==> config.mk <==
export PLATFORM = sky130hd
export DESIGN_NAME = tx_write_requester_64_flat
export DESIGN_NICKNAME = d
export VERILOG_FILES = /design/src/rtl/tx_write_requester_64_if.sv /design/src/rtl/tx_write_requester_64.sv /design/src/flat_wrapper.sv
export SDC_FILE = /design/constraint.sdc
export NUM_CORES = 1
export LEC_CHECK = 0
export BUFFER_PORTS_ARGS = -buffer_cell sky130_fd_sc_hd__buf_2
export CAP_MARGIN = 20
export CORE_MARGIN = 3
export CORE_UTILIZATION = 45
export CTS_CLUSTER_DIAMETER = 50
export CTS_CLUSTER_SIZE = 12
export DETAILED_ROUTE_END_ITERATION = 10
export PLACE_DENSITY_LB_ADDON = 0.08
export SLEW_MARGIN = 0
export SYNTH_ARGS = -nofsm -noshare
export SYNTH_HDL_FRONTEND = slang
export SYNTH_SLANG_ARGS = --single-unit
==> constraint.sdc <==
create_clock -name CLK -period 6.35 [get_ports CLK]
set_input_delay 0.9525 -clock CLK [delete_from_list [all_inputs] [get_ports CLK]]
set_output_delay 0.9525 -clock CLK [all_outputs]
set_load 0.02 [all_outputs]
==> src/rtl/tx_write_requester_64_if.sv <==
// rtl/tx_write_requester_64_if.sv - SG element and write-request bus between requester and TX engine
interface tx_write_requester_64_if;
  logic        SG_ELEM_RDY;
  logic [63:0] SG_ELEM_ADDR;
  logic [31:0] SG_ELEM_LEN;
  logic        SG_ELEM_REN;
  logic        WR_REQ;
  logic        WR_REQ_ACK;
  logic [63:0] WR_ADDR;
  logic [9:0]  WR_LEN;
  logic        WR_LAST;
  logic        WR_SENT;

  // requester side: pops SG elements, issues write requests
  modport master (
    input  SG_ELEM_RDY, SG_ELEM_ADDR, SG_ELEM_LEN, WR_REQ_ACK, WR_SENT,
    output SG_ELEM_REN, WR_REQ, WR_ADDR, WR_LEN, WR_LAST
  );

  // SG reader / TX engine side
  modport slave (
    output SG_ELEM_RDY, SG_ELEM_ADDR, SG_ELEM_LEN, WR_REQ_ACK, WR_SENT,
    input  SG_ELEM_REN, WR_REQ, WR_ADDR, WR_LEN, WR_LAST
  );
endinterface

==> src/rtl/tx_write_requester_64.sv <==
// rtl/tx_write_requester_64.sv - splits a TX transaction into max-payload, 4KB-safe memory-write requests
module tx_write_requester_64 #(
  parameter int C_DATA_WIDTH     = 64,
  parameter int C_MAX_PAYLOAD_DW = 256
) (
  input  logic                      CLK,
  input  logic                      RST,
  input  logic [2:0]                CONFIG_MAX_PAYLOAD_SIZE,
  input  logic                      TXN,
  input  logic [31:0]               TXN_LEN,
  output logic                      TXN_ACK,
  input  logic                      ABORT,
  output logic                      DONE,
  output logic [31:0]               DONE_LEN,
  tx_write_requester_64_if.master   bus
);

  typedef enum logic [2:0] {
    S_IDLE, S_WAIT_SG, S_CALC, S_REQ, S_WAIT_SENT, S_DONE
  } state_t;

  localparam logic [10:0] MP_CLAMP = 11'(C_MAX_PAYLOAD_DW);

  state_t      state_q, state_d;
  logic [31:0] remain_q, remain_d;
  logic [31:0] sent_q, sent_d;
  logic [63:0] elem_addr_q, elem_addr_d;
  logic [29:0] elem_remain_q, elem_remain_d;
  logic [10:0] req_len_q, req_len_d;
  logic        abort_pend_q, abort_pend_d;
  logic        txn_ack_q, txn_ack_d;

  logic [2:0]  cfg_eff;
  logic [10:0] mp_cfg, mp_dw, bound_dw, calc_len;
  logic [31:0] min_t;

  // Low address/length bits are dword-alignment padding and are never used.
  logic unused_ok;
  assign unused_ok = &{1'b0, bus.SG_ELEM_ADDR[1:0], bus.SG_ELEM_LEN[1:0], C_DATA_WIDTH[0]};

  // Request length: smallest of transaction remainder, element remainder, payload limit, distance to 4KB
  always_comb begin
    cfg_eff  = (CONFIG_MAX_PAYLOAD_SIZE > 3'd5) ? 3'd5 : CONFIG_MAX_PAYLOAD_SIZE;
    mp_cfg   = 11'd32 << cfg_eff;
    mp_dw    = (mp_cfg < MP_CLAMP) ? mp_cfg : MP_CLAMP;
    bound_dw = 11'd1024 - {1'b0, elem_addr_q[11:2]};
    min_t    = remain_q;
    if ({2'b0, elem_remain_q} < min_t) min_t = {2'b0, elem_remain_q};
    if ({21'b0, mp_dw} < min_t)        min_t = {21'b0, mp_dw};
    if ({21'b0, bound_dw} < min_t)     min_t = {21'b0, bound_dw};
    calc_len = min_t[10:0];
  end

  // State and datapath registers
  always_ff @(posedge CLK) begin
    if (RST) begin
      state_q       <= S_IDLE;
      remain_q      <= '0;
      sent_q        <= '0;
      elem_addr_q   <= '0;
      elem_remain_q <= '0;
      req_len_q     <= '0;
      abort_pend_q  <= 1'b0;
      txn_ack_q     <= 1'b0;
    end else begin
      state_q       <= state_d;
      remain_q      <= remain_d;
      sent_q        <= sent_d;
      elem_addr_q   <= elem_addr_d;
      elem_remain_q <= elem_remain_d;
      req_len_q     <= req_len_d;
      abort_pend_q  <= abort_pend_d;
      txn_ack_q     <= txn_ack_d;
    end
  end

  // Next-state logic; ABORT beats a pending SG pop but loses to a same-cycle request ack
  always_comb begin
    state_d = state_q;
    case (state_q)
      S_IDLE:      if (TXN) state_d = (TXN_LEN == 32'd0) ? S_DONE : S_WAIT_SG;
      S_WAIT_SG: begin
        if (ABORT) state_d = S_DONE;
        else if (bus.SG_ELEM_RDY && (bus.SG_ELEM_LEN[31:2] != 30'd0)) state_d = S_CALC;
      end
      S_CALC:      state_d = ABORT ? S_DONE : S_REQ;
      S_REQ: begin
        if (bus.WR_REQ_ACK) state_d = S_WAIT_SENT;
        else if (ABORT)     state_d = S_DONE;
      end
      S_WAIT_SENT: begin
        if (bus.WR_SENT) begin
          if ((remain_q == 32'd0) || abort_pend_q || ABORT) state_d = S_DONE;
          else if (elem_remain_q == 30'd0)                   state_d = S_WAIT_SG;
          else                                               state_d = S_CALC;
        end
      end
      S_DONE:      state_d = S_IDLE;
      default:     state_d = S_IDLE;
    endcase
  end

  // Datapath updates: latch transaction, latch element, size request, account on ack
  always_comb begin
    remain_d      = remain_q;
    sent_d        = sent_q;
    elem_addr_d   = elem_addr_q;
    elem_remain_d = elem_remain_q;
    req_len_d     = req_len_q;
    abort_pend_d  = abort_pend_q;
    txn_ack_d     = 1'b0;
    case (state_q)
      S_IDLE: begin
        if (TXN) begin
          remain_d     = TXN_LEN;
          sent_d       = '0;
          txn_ack_d    = 1'b1;
          abort_pend_d = 1'b0;
        end
      end
      S_WAIT_SG: begin
        if (!ABORT && bus.SG_ELEM_RDY) begin
          elem_addr_d   = {bus.SG_ELEM_ADDR[63:2], 2'b00};
          elem_remain_d = bus.SG_ELEM_LEN[31:2];
        end
      end
      S_CALC:      req_len_d = calc_len;
      S_REQ: begin
        if (bus.WR_REQ_ACK) begin
          elem_addr_d   = elem_addr_q + {51'b0, req_len_q, 2'b00};
          elem_remain_d = elem_remain_q - {19'b0, req_len_q};
          remain_d      = remain_q - {21'b0, req_len_q};
          sent_d        = sent_q + {21'b0, req_len_q};
        end
      end
      S_WAIT_SENT: abort_pend_d = abort_pend_q | ABORT;
      S_DONE:      abort_pend_d = 1'b0;
      default:     abort_pend_d = 1'b0;
    endcase
  end

  // Outputs decoded from state; request fields forced to 0 outside REQ
  always_comb begin
    TXN_ACK         = txn_ack_q;
    bus.SG_ELEM_REN = (state_q == S_WAIT_SG) && bus.SG_ELEM_RDY && !ABORT;
    bus.WR_REQ      = (state_q == S_REQ);
    bus.WR_ADDR     = (state_q == S_REQ) ? elem_addr_q : 64'd0;
    bus.WR_LEN      = (state_q == S_REQ) ? req_len_q[9:0] : 10'd0;
    bus.WR_LAST     = (state_q == S_REQ) && ({21'b0, req_len_q} == remain_q);
    DONE            = (state_q == S_DONE);
    DONE_LEN        = (state_q == S_DONE) ? sent_q : 32'd0;
  end

endmodule

==> src/flat_wrapper.sv <==
// flat-port wrapper written by rule: the top's interface ports become plain ports
module tx_write_requester_64_flat 
#(
  parameter int C_DATA_WIDTH     = 64,
  parameter int C_MAX_PAYLOAD_DW = 256
)
  (CLK, RST, CONFIG_MAX_PAYLOAD_SIZE, TXN, TXN_LEN, TXN_ACK, ABORT, DONE, DONE_LEN, bus_SG_ELEM_RDY, bus_SG_ELEM_ADDR, bus_SG_ELEM_LEN, bus_WR_REQ_ACK, bus_WR_SENT, bus_SG_ELEM_REN, bus_WR_REQ, bus_WR_ADDR, bus_WR_LEN, bus_WR_LAST);
  tx_write_requester_64_if bus_i ();
  input  logic CLK;
  input  logic RST;
  input  logic [2:0] CONFIG_MAX_PAYLOAD_SIZE;
  input  logic TXN;
  input  logic [31:0] TXN_LEN;
  output logic TXN_ACK;
  input  logic ABORT;
  output logic DONE;
  output logic [31:0] DONE_LEN;
  input wire logic [$bits(bus_i.SG_ELEM_RDY)-1:0] bus_SG_ELEM_RDY;
  input wire logic [$bits(bus_i.SG_ELEM_ADDR)-1:0] bus_SG_ELEM_ADDR;
  input wire logic [$bits(bus_i.SG_ELEM_LEN)-1:0] bus_SG_ELEM_LEN;
  input wire logic [$bits(bus_i.WR_REQ_ACK)-1:0] bus_WR_REQ_ACK;
  input wire logic [$bits(bus_i.WR_SENT)-1:0] bus_WR_SENT;
  output wire logic [$bits(bus_i.SG_ELEM_REN)-1:0] bus_SG_ELEM_REN;
  output wire logic [$bits(bus_i.WR_REQ)-1:0] bus_WR_REQ;
  output wire logic [$bits(bus_i.WR_ADDR)-1:0] bus_WR_ADDR;
  output wire logic [$bits(bus_i.WR_LEN)-1:0] bus_WR_LEN;
  output wire logic [$bits(bus_i.WR_LAST)-1:0] bus_WR_LAST;
  assign bus_i.SG_ELEM_RDY = bus_SG_ELEM_RDY;
  assign bus_i.SG_ELEM_ADDR = bus_SG_ELEM_ADDR;
  assign bus_i.SG_ELEM_LEN = bus_SG_ELEM_LEN;
  assign bus_i.WR_REQ_ACK = bus_WR_REQ_ACK;
  assign bus_i.WR_SENT = bus_WR_SENT;
  assign bus_SG_ELEM_REN = bus_i.SG_ELEM_REN;
  assign bus_WR_REQ = bus_i.WR_REQ;
  assign bus_WR_ADDR = bus_i.WR_ADDR;
  assign bus_WR_LEN = bus_i.WR_LEN;
  assign bus_WR_LAST = bus_i.WR_LAST;
  tx_write_requester_64 #(.C_DATA_WIDTH(C_DATA_WIDTH), .C_MAX_PAYLOAD_DW(C_MAX_PAYLOAD_DW)) u_core (.CLK(CLK), .RST(RST), .CONFIG_MAX_PAYLOAD_SIZE(CONFIG_MAX_PAYLOAD_SIZE), .TXN(TXN), .TXN_LEN(TXN_LEN), .TXN_ACK(TXN_ACK), .ABORT(ABORT), .DONE(DONE), .DONE_LEN(DONE_LEN), .bus(bus_i));
endmodule
Yosys cells after proc, flatten, opt, wreduce, memory -nomap -nowiden
Cells that the tools add are included.
{"block": "word_totals", "regBits": 174, "in_bits": 138, "output_inout_bits": 111, "word_cells": 89}
{"block": "classes", "n_addsub": 5, "n_lt_le_gt_ge": 5, "n_eq_ne": 12, "shift": 1, "n_mux": 34, "bitwise_logic": 3, "reduce_logical": 21}
{"operator": "32-bit 2-to-1 mux", "n": 7}
{"operator": "64-bit 2-to-1 mux", "n": 3}
{"operator": "32-bit one-hot mux with 2 select lines", "n": 2}
{"operator": "64-bit one-hot mux with 2 select lines", "n": 1}
{"operator": "64-bit by 13-bit adder with 64-bit output", "n": 1}
{"operator": "32-bit logical NOT", "n": 2}
{"operator": "11-bit by 32-bit < comparator with 1-bit output", "n": 2}
{"operator": "30-bit 2-to-1 mux", "n": 2}
{"operator": "30-bit one-hot mux with 2 select lines", "n": 1}
{"operator": "32-bit by 11-bit adder with 32-bit output", "n": 1}
{"operator": "11-bit by 32-bit == test with 1-bit output", "n": 1}
{"operator": "30-bit by 32-bit < comparator with 1-bit output", "n": 1}
{"operator": "32-bit by 11-bit subtractor with 32-bit output", "n": 1}
{"operator": "30-bit logical NOT", "n": 1}
{"operator": "3-bit 2-to-1 mux", "n": 10}
{"operator": "30-bit nonzero test", "n": 1}
{"operator": "30-bit by 11-bit subtractor with 30-bit output", "n": 1}
{"operator": "11-bit 2-to-1 mux", "n": 2}
{"operator": "3-bit one-hot mux with 5 select lines", "n": 1}
{"operator": "11-bit by 9-bit < comparator with 1-bit output (second input constant)", "n": 1}
{"operator": "6-bit by 3-bit left shift with 11-bit output (first input constant)", "n": 1}
{"operator": "11-bit by 10-bit subtractor with 11-bit output (first input constant)", "n": 1}
{"operator": "10-bit 2-to-1 mux", "n": 1}
{"operator": "3-bit by 2-bit == test with 1-bit output (second input constant)", "n": 2}
{"operator": "22 further kinds", "n": 34}

Depth between registers and ports, before layout
Gate-level depths: netlist (run 1).
{"block": "depth", "depth_word": 9, "ltp_mapped": 29, "mapped_depth_nobuf": 26}

Worst setup path after synthesis (run 1)
No wires, ideal clock.
{"block": "synth_path", "path_type": "flip-flop to flip-flop", "start": "reg u_core.remain_q[25]", "end": "reg u_core.req_len_q[0]", "setup_ns": 0.066, "arrival_time_ns": 5.679, "required_time_ns": 6.284, "path_slack_ns": 0.604, "stages_incl_launch_ff": 29, "n_path_buf": 3, "period_less_slack_ns": 5.746, "path_cell_list": "dfxtp_1 inv_1 ha_1 a21o_1 a21o_1 a2111oi_0 o22ai_1 a21oi_1 clkbuf_1 a21oi_1 ha_1 a21o_1 a21oi_1 nand2_1 nand2_1 mux2_2 a31o_1 buf_6 mux2i_1 inv_1 ha_1 a21o_1 a21o_1 a2111oi_0 nand3_1 o211a_1 buf_6 mux2_4 a21oi_2"}
{"block": "synth_via", "elab_chain_len": 6}
{"item": "start: declaration", "line": "tx_write_requester_64.sv:25", "text": "logic [31:0] remain_q, remain_d;"}
{"item": "start signal: assignment", "line": "tx_write_requester_64.sv:67", "text": "remain_q <= remain_d;"}
{"item": "30-bit by 32-bit < comparator with 1-bit output", "line": "tx_write_requester_64.sv:48", "text": "if ({2'b0, elem_remain_q} < min_t) min_t = {2'b0, elem_remain_q};"}
{"item": "32-bit 2-to-1 mux *", "line": "tx_write_requester_64.sv:48"}
{"item": "11-bit by 32-bit < comparator with 1-bit output", "line": "tx_write_requester_64.sv:49", "text": "if ({21'b0, mp_dw} < min_t) min_t = {21'b0, mp_dw};"}
{"item": "32-bit 2-to-1 mux *", "line": "tx_write_requester_64.sv:49"}
{"item": "11-bit by 32-bit < comparator with 1-bit output", "line": "tx_write_requester_64.sv:50", "text": "if ({21'b0, bound_dw} < min_t) min_t = {21'b0, bound_dw};"}
{"item": "11-bit 2-to-1 mux *", "line": "tx_write_requester_64.sv:50"}
{"item": "end signal: assignment", "line": "tx_write_requester_64.sv:71", "text": "req_len_q <= req_len_d;"}
{"item": "end: declaration", "line": "tx_write_requester_64.sv:29", "text": "logic [10:0] req_len_q, req_len_d;"}
Every way passes the cells marked *; elsewhere a longest branch is shown, timed or not.
A chain may end at the register's enable or synchronous reset.

Worst setup path after layout (run 1)
{"block": "layout_path", "start": "reg u_core.remain_q[7]", "end": "reg u_core.req_len_q[1]"}
The elaborated chain is that of the path after synthesis.

==> qor.tcl, run 1 <==
set qor(worst_skew_pair_latency_ps) 450
set qor(yosysTopAreaCell) {sky130_fd_sc_hd__dfxtp_1}
set qor(cp.required_ps) 6680
set qor(final.period_utilization_pct) 93.6
set qor(setup_repair_after_global_routing_missed_its_margin) {no}
set qor(antenna_left) 0
set qor(startpoint) {u_core.remain_q[7]}
set qor(place_worst_setup_slack_ps) 237
set qor(fp.dieW_um) 177
set qor(via_count) 14200
set qor(yosysUniqueCellTypes) 83
set qor(synth-edff-count) 0
set qor(finalWorstSetupSlack_ps) 406
set qor(postPlaceCellArea_um2) 14700
set qor(ys_seq_elements) 172
set qor(top_layer) {met5}
set qor(synth_simple_gate_area_share_pct) 28.6
set qor(wl_met2_mm) 20.8
set qor(count_of_nets_after_finishing) 2193
set qor(worstPathMaxFanout) 17
set qor(synth.yosys.warnings) 0
set qor(critical_path_arrival_ps) 6270
set qor(route.detailed.drc) 0
set qor(hold_violations) 0
set qor(post_route_cells_drive_above_1_share_pct) 16.9
set qor(hold_class) {reg -> reg}
set qor(floorplan.initialDensity_pct) 46.5
set qor(final_skew_ps) 21.5
set qor(maximum_cell_stage_delay_along_the_critical_path_ps) 360
set qor(top_level_ports) 249
set qor(layout.cell_area.non_filler_um2) 15300
set qor(post_synth_main_area_contributors) {sky130_fd_sc_hd__dfxtp_1, sky130_fd_sc_hd__ha_1, sky130_fd_sc_hd__nor2_1}
set qor(reg2reg_to) {u_core.req_len_q[1]}
set qor(htree_num_levels) 4
set qor(p_leak_nw) 6.45
set qor(r2r-start) {u_core.remain_q[7]}
set qor(cts-root-buf) {sky130_fd_sc_hd__clkbuf_16}
set qor(cts.clk_slew.worst_paths_ps) 80
set qor(worst_path_max_delay_cell) {sky130_fd_sc_hd__dfxtp_1}
set qor(tritoncts) {yes}
set qor(mean_number_of_vias_per_cell) 6.04
set qor(mostFrequentLayoutCells) {sky130_fd_sc_hd__buf_2, sky130_fd_sc_hd__nor2_1, sky130_fd_sc_hd__dfxtp_1, sky130_fd_sc_hd__nand2_1, sky130_fd_sc_hd__a21oi_1}
set qor(synth-async-reset-ratio_pct) 0
set qor(synth_area_in_adders_pct) 9.22
set qor(route.final.wire_length_mm) 46.1
set qor(cts_num_sinks) 172
set qor(setup-tns-final_ps) 0
set qor(floorplan.die_area_um2) 31300
set qor(grt_start_max_net_pins) 76
set qor(power_total_mw) 3.70
set qor(cp_top_family) {compound AO/OA/AOI/OAI gates}
set qor(endpoint) {u_core.req_len_q[1]}
set qor(max-clock-path-buffers) 2
set qor(fp.dieH_um) 177
set qor(reg2reg_slack_ps) 410
set qor(area_added_between_synthesis_and_finish_pct) 16.3
set qor(post_synth_top_flop) {sky130_fd_sc_hd__dfxtp_1}
set qor(drt_iter0_markers) 1225
set qor(core_um2) 28300
set qor(critical_path_class) {reg -> reg}
set qor(io_buffer_count) 242
set qor(mostFrequentLayoutCell) {sky130_fd_sc_hd__buf_2}
set qor(power.sequential.fraction_pct) 33.6
set qor(core.rowCount) 61
set qor(yosys.area_share.xor_xnor_pct) 3.20
set qor(postSynthCellCount) 1773
set qor(critical_path_cell_count) 27
set qor(switching_share_pct) 38.6
set qor(antenna_found_initial) 5
set qor(run_status) {completed}
set qor(worstRegToRegCells) 27
set qor(type_of_element_launching_the_critical_path) {register}
set qor(switching_power_mw) 1.43
set qor(max_clock_freq_mhz) 168
set qor(power_frac_comb_pct) 36.8
set qor(synth_seq_area_share_pct) 26.2
set qor(grt_pass1_vias) 13000
set qor(end_kind) {register}
set qor(timing_worst_slew_pin_value_ps) 1010
set qor(slew_headroom_pct) 32.7
set qor(post-synth-top-area-fraction_pct) 26.2
set qor(power.density_nw_per_um2) 242
set qor(max_vdd_drop_uv) 187
set qor(combinational_family_with_the_most_area_after_synthesis) {simple AND/OR/NAND/NOR gates}
set qor(detailedPlacementHpwl_mm) 33.3
set qor(detail_route.first_pass.iterations) 6
set qor(grt.total_usage_pct) 28.6
set qor(wirelength_met1_mm) 20.7
set qor(mappedNetlistArea_um2) 13200
set qor(finalSetupViolCount) 0
set qor(gp_congestion) 0.947
set qor(globalRouteOverflowTotal) 0
set qor(post_synthesis_mux_area_share_pct) 2.63
set qor(cp.buffers_inverters) 5
set qor(power.share.clock_pct) 29.7
set qor(max_cap_violations) 0
set qor(internal-power_mw) 2.27
set qor(met3RoutedLength_mm) 3.32
set qor(synth_compound_gate_area_share_pct) 24.4
set qor(avg_wl_per_cell_um) 19.6
set qor(cts-buffers-inserted) 17
set qor(final.min_clock_period_ps) 5940
set qor(grt_first_pass_wirelength_mm) 71.5
set qor(final_max_slew_viol_count) 0
set qor(post_syn_area_per_cell_um2) 7.42
==> registers in the layout (all words and copies together), names as in the netlist <==
register              cells
u_core.TXN_ACK            1
u_core.abort_pend_q       1
u_core.elem_addr_q       62
u_core.elem_remain_q     30
u_core.remain_q          32
u_core.req_len_q         11
u_core.sent_q            32
u_core.state_q            3
==> area by class of cell <==
| type | count | area [um2] |
|---|---|---|
| clock inverter | 13 | 151 |
| fill | 2832 | 13000 |
| tap | 378 | 473 |
| clock buffer | 19 | 443 |
| sequential | 172 | 3440 |
| antenna | 2 | 5.00 |
| multi-input combinational | 1408 | 9010 |
| inverter | 93 | 350 |
| timing repair buffer | 270 | 1420 |
==> synth_stat cells, drive strengths merged, types with 7 or more instances <==
library cell  number
o21ai             96
and2              95
a311oi            17
a21oi            118
o211ai            13
nor2             195
o21a              18
nand3b            10
nor4              35
dfxtp            172
ha                89
buf               14
mux2               7
or3               24
mux2i             26
o22ai             21
inv               93
a21o              15
a31oi             18
xnor2             23
a21boi             8
and3              29
a211oi            36
a221oi            12
nand3             59
clkbuf            89
nor3              59
nand2b            11
nor2b             16
nand2            148
a22oi             27
o31ai             11
or4               17
xor2              25
nand4             32
a2111oi            7
==> metrics by stage <==
stage | hold WS, ps | cells | utilization (%)
global route | 491 | 2355 | 54.0
finish | 476 | 2355 | 54.0
global placement | 451 | 2321 | 51.8
detailed placement | 454 | 2321 | 51.8
floorplan | 433 | 1776 | -
CTS | 479 | 2353 | 53.9
==> how the worst min path moves through the flow <==
stage                              from                  end  slack (ps)  cells after the start
floorplan           u_core.remain_q[31]  u_core.remain_q[31]         430                      1
global route        u_core.remain_q[31]  u_core.remain_q[31]         490                      1
CTS                    u_core.sent_q[8]     u_core.sent_q[8]         480                      2
finish              u_core.remain_q[31]  u_core.remain_q[31]         480                      1
detailed placement  u_core.remain_q[31]  u_core.remain_q[31]         450                      1
global placement    u_core.remain_q[31]  u_core.remain_q[31]         450                      1
==> per-layer routing <==
layer / track usage, % / vias to the layer above
li1: - / 6860
met1: 39.0 / 6670
met2: 46.0 / 600
met3: 4.87 / 80
met4: 9.17 / 6
met5: 0 / -
==> cells by family (layout without fill, tap and decap cells) <==
logic type | count (synthesis) | count (layout)
simple gates | 745 | 745
compound gates | 483 | 483
buf+inv | 196 | 395
flops | 172 | 172
fa+ha+maj | 95 | 95
xor+xnor | 48 | 48
mux | 33 | 33
other cells | 1 | 6
==> power by group through the flow <==
stage / sequential, mW / clock, mW / combinational, mW
global route: 1.25 / 1.15 / 1.51
global placement: 1.26 / 0 / 1.29
CTS: 1.24 / 1.11 / 1.32
finish: 1.24 / 1.10 / 1.36
floorplan: 1.23 / 0 / 0.982
detailed placement: 1.26 / 0 / 1.31
==> what timing repair did <==
item,CTS,global route
endpoints found under the hold margin,0,0
hold buffers,0,0
setup buffers,0,0
resized for setup,0,7
endpoints found under the setup margin,0,11
No activity file was read; power rests on OpenSTA's default activity.
==> run 2: changes to the inputs <==
--- a/config.mk
+++ b/config.mk
@@ -13,5 +13,5 @@
 export CTS_CLUSTER_SIZE = 12
 export DETAILED_ROUTE_END_ITERATION = 10
-export PLACE_DENSITY_LB_ADDON = 0.08
+export PLACE_DENSITY = 0.76
 export SLEW_MARGIN = 0
 export SYNTH_ARGS = -nofsm -noshare
==> constraint.sdc (replaced) <==
create_clock -name CLK -period 6.35 [get_ports CLK]
set_input_delay 1.5875 -clock CLK [delete_from_list [all_inputs] [get_ports CLK]]
set_output_delay 1.5875 -clock CLK [all_outputs]
set_load 0.02 [all_outputs]
==> qor.tcl, run 2 (same netlist as run 1, synthesis figures left out) <==
set qor(post_cts_setup_inserts) 0 ;# unchanged
set qor(max_cap_violations) 0 ;# unchanged
set qor(gp_congestion) 0.978 ;# +3.2%
set qor(cts.clk_slew.worst_paths_ps) 80 ;# about the same
set qor(floorplan.initialDensity_pct) 46.5 ;# unchanged
set qor(grt_start_max_net_pins) 144 ;# +89%
set qor(critical_path_class) {reg -> reg}
set qor(final.period_utilization_pct) 93.3 ;# -0.28 points
set qor(biggestRegsByFlops) {u_core.elem_addr_q x62, u_core.remain_q x32, u_core.sent_q x32}
set qor(p_leak_nw) 6.45 ;# about the same
set qor(maximum_cell_stage_delay_along_the_critical_path_ps) 400 ;# +40 ps
set qor(worst_path_max_delay_cell) {sky130_fd_sc_hd__o211a_2}
set qor(cts-buffers-inserted) 17 ;# unchanged
set qor(tritoncts) {yes}
set qor(area_added_between_synthesis_and_finish_pct) 16.3 ;# about the same
set qor(avg_wl_per_cell_um) 19.4 ;# -0.95%
set qor(max_clock_freq_mhz) 169 ;# +0.30%
set qor(slew_headroom_pct) 31.6 ;# -1.1 points
set qor(power.density_nw_per_um2) 243 ;# +0.44%
set qor(cp_top_family) {compound AO/OA/AOI/OAI gates}
set qor(mean_number_of_vias_per_cell) 6.20 ;# +2.7%
set qor(final_max_slew_viol_count) 0 ;# unchanged
set qor(cts_num_sinks) 172 ;# unchanged
set qor(final.min_clock_period_ps) 5930 ;# -17.8 ps
set qor(htree_num_levels) 4 ;# unchanged
set qor(fp.dieH_um) 177 ;# unchanged
set qor(floorplan.die_area_um2) 31300 ;# unchanged
set qor(via_count) 14600 ;# +2.5%
set qor(route.detailed.drc) 0 ;# unchanged
set qor(setup_repair_after_global_routing_missed_its_margin) {no}
set qor(fp.dieW_um) 177 ;# unchanged
set qor(grtUsageMet1_pct) 37.2 ;# -1.8 points
set qor(count_of_nets_after_finishing) 2188 ;# -0.23%
set qor(grt_use_met3_pct) 4.91 ;# +0.043 points
set qor(use_met2_pct) 44.7 ;# -1.3 points
set qor(detailedPlacementHpwl_mm) 32.9 ;# -1.4%
set qor(route.final.wire_length_mm) 45.5 ;# -1.2%
set qor(hold_violations) 0 ;# unchanged
set qor(top_level_ports) 249 ;# unchanged
set qor(antenna_left) 0 ;# unchanged
set qor(drt_iter0_markers) 1560 ;# +27%
set qor(grt_first_pass_wirelength_mm) 70.8 ;# -1.0%
set qor(finalSetupViolCount) 0 ;# unchanged
set qor(cp.buffers_inverters) 3 ;# -2
set qor(detail_route.first_pass.iterations) 7 ;# +1
set qor(post_route_cells_drive_above_1_share_pct) 16.6 ;# -0.26 points
set qor(end_kind) {register}
set qor(worstPathMaxFanout) 18 ;# +1
set qor(most_used_cell_along_the_critical_path) {sky130_fd_sc_hd__ha_1}
set qor(mostFrequentLayoutCells) {sky130_fd_sc_hd__buf_2, sky130_fd_sc_hd__nor2_1, sky130_fd_sc_hd__dfxtp_1, sky130_fd_sc_hd__nand2_1, sky130_fd_sc_hd__a21oi_1}
set qor(regMostFlops) {u_core.elem_addr_q}
set qor(grt-busiest-layer) {met2}
set qor(final_skew_ps) 28.8 ;# +7.31 ps
set qor(cp.required_ps) 6720 ;# +40 ps
set qor(layout.cell_area.non_filler_um2) 15300 ;# about the same
set qor(setup-tns-final_ps) 0 ;# unchanged
set qor(max_vdd_drop_uv) 203 ;# +8.7%
set qor(antenna_found_initial) 3 ;# -2
set qor(grt.total_usage_pct) 27.9 ;# -0.69 points
set qor(mostFrequentLayoutCell) {sky130_fd_sc_hd__buf_2}
set qor(type_of_element_launching_the_critical_path) {register}
set qor(largest_reg_flops) 62 ;# unchanged
set qor(io_buffer_count) 242 ;# unchanged
set qor(globalRouteOverflowTotal) 0 ;# unchanged
set qor(max-clock-path-buffers) 2 ;# unchanged
set qor(hold_class) {reg -> reg}
set qor(critical_path_arrival_ps) 6290 ;# +20 ps
set qor(worst_skew_pair_latency_ps) 460 ;# about the same
set qor(postPlaceCellArea_um2) 14600 ;# -0.24%
set qor(timing_worst_slew_pin_value_ps) 1030 ;# +19.5 ps
set qor(grt_pass1_vias) 13600 ;# +4.1%
set qor(core_um2) 28300 ;# unchanged
set qor(run_status) {completed}
set qor(core.rowCount) 61 ;# unchanged
set qor(cts-root-buf) {sky130_fd_sc_hd__clkbuf_16}
-- run 2: repair_timing --
action,CTS,global route
gates resized for setup,0,4
hold buffers,0,0
setup endpoints to repair,0,11
-- run 2: worst paths after layout --
kind / startpoint / to / slack, ps / cells past startpoint
worst max-delay path: u_core.remain_q[7] / u_core.req_len_q[2] / 420 / 25
worst min-delay path: u_core.remain_q[31] / u_core.remain_q[31] / 480 / 1
worst max register to register: u_core.remain_q[7] / u_core.req_len_q[2] / 420 / 25
worst min register to register: u_core.remain_q[31] / u_core.remain_q[31] / 480 / 1
-- run 2: final cells by class --
cell class,instances,area [um2]
clock buffer,17,425
inverter,93,350
clock inverter,15,209
fill,2700,13000
sequential,172,3440
timing repair buffer,265,1400
antenna,1,2.50
tap,378,473
multi-input combinational,1408,8990
-- run 2: routing by layer --
metal  vias up  share of wire [%]
met5         -              0.059
met4         4                3.6
met3       140                8.6
met2       785                 46
met1      6790                 42
li1       6847                  -
-- run 2: metrics by stage --
| step | worst slack (ps) | util, % | power, mW | hold slack, ps | cells |
|---|---|---|---|---|---|
| 2_1_floorplan | 604 | - | 2.21 | 433 | 1776 |
| 3_3_place_gp | 275 | 51.7 | 2.51 | 451 | 2315 |
| 3_5_place_dp | 185 | 51.7 | 2.55 | 458 | 2315 |
| 4_1_cts | 76.4 | 54.0 | 3.67 | 479 | 2347 |
| 5_1_grt | 10.8 | 54.0 | 3.92 | 502 | 2349 |
| 6_report | 424 | 54.0 | 3.72 | 476 | 2349 |
-- run 2: power breakdown --
| part | total [mW] | leakage, nW | internal, mW | switching (mW) |
|---|---|---|---|---|
| clock network | 1.13 | 0.304 | 0.549 | 0.578 |
| registers | 1.25 | 1.40 | 1.15 | 0.0991 |
| logic | 1.34 | 4.75 | 0.540 | 0.801 |
| total | 3.72 | 6.45 | 2.24 | 1.48 |
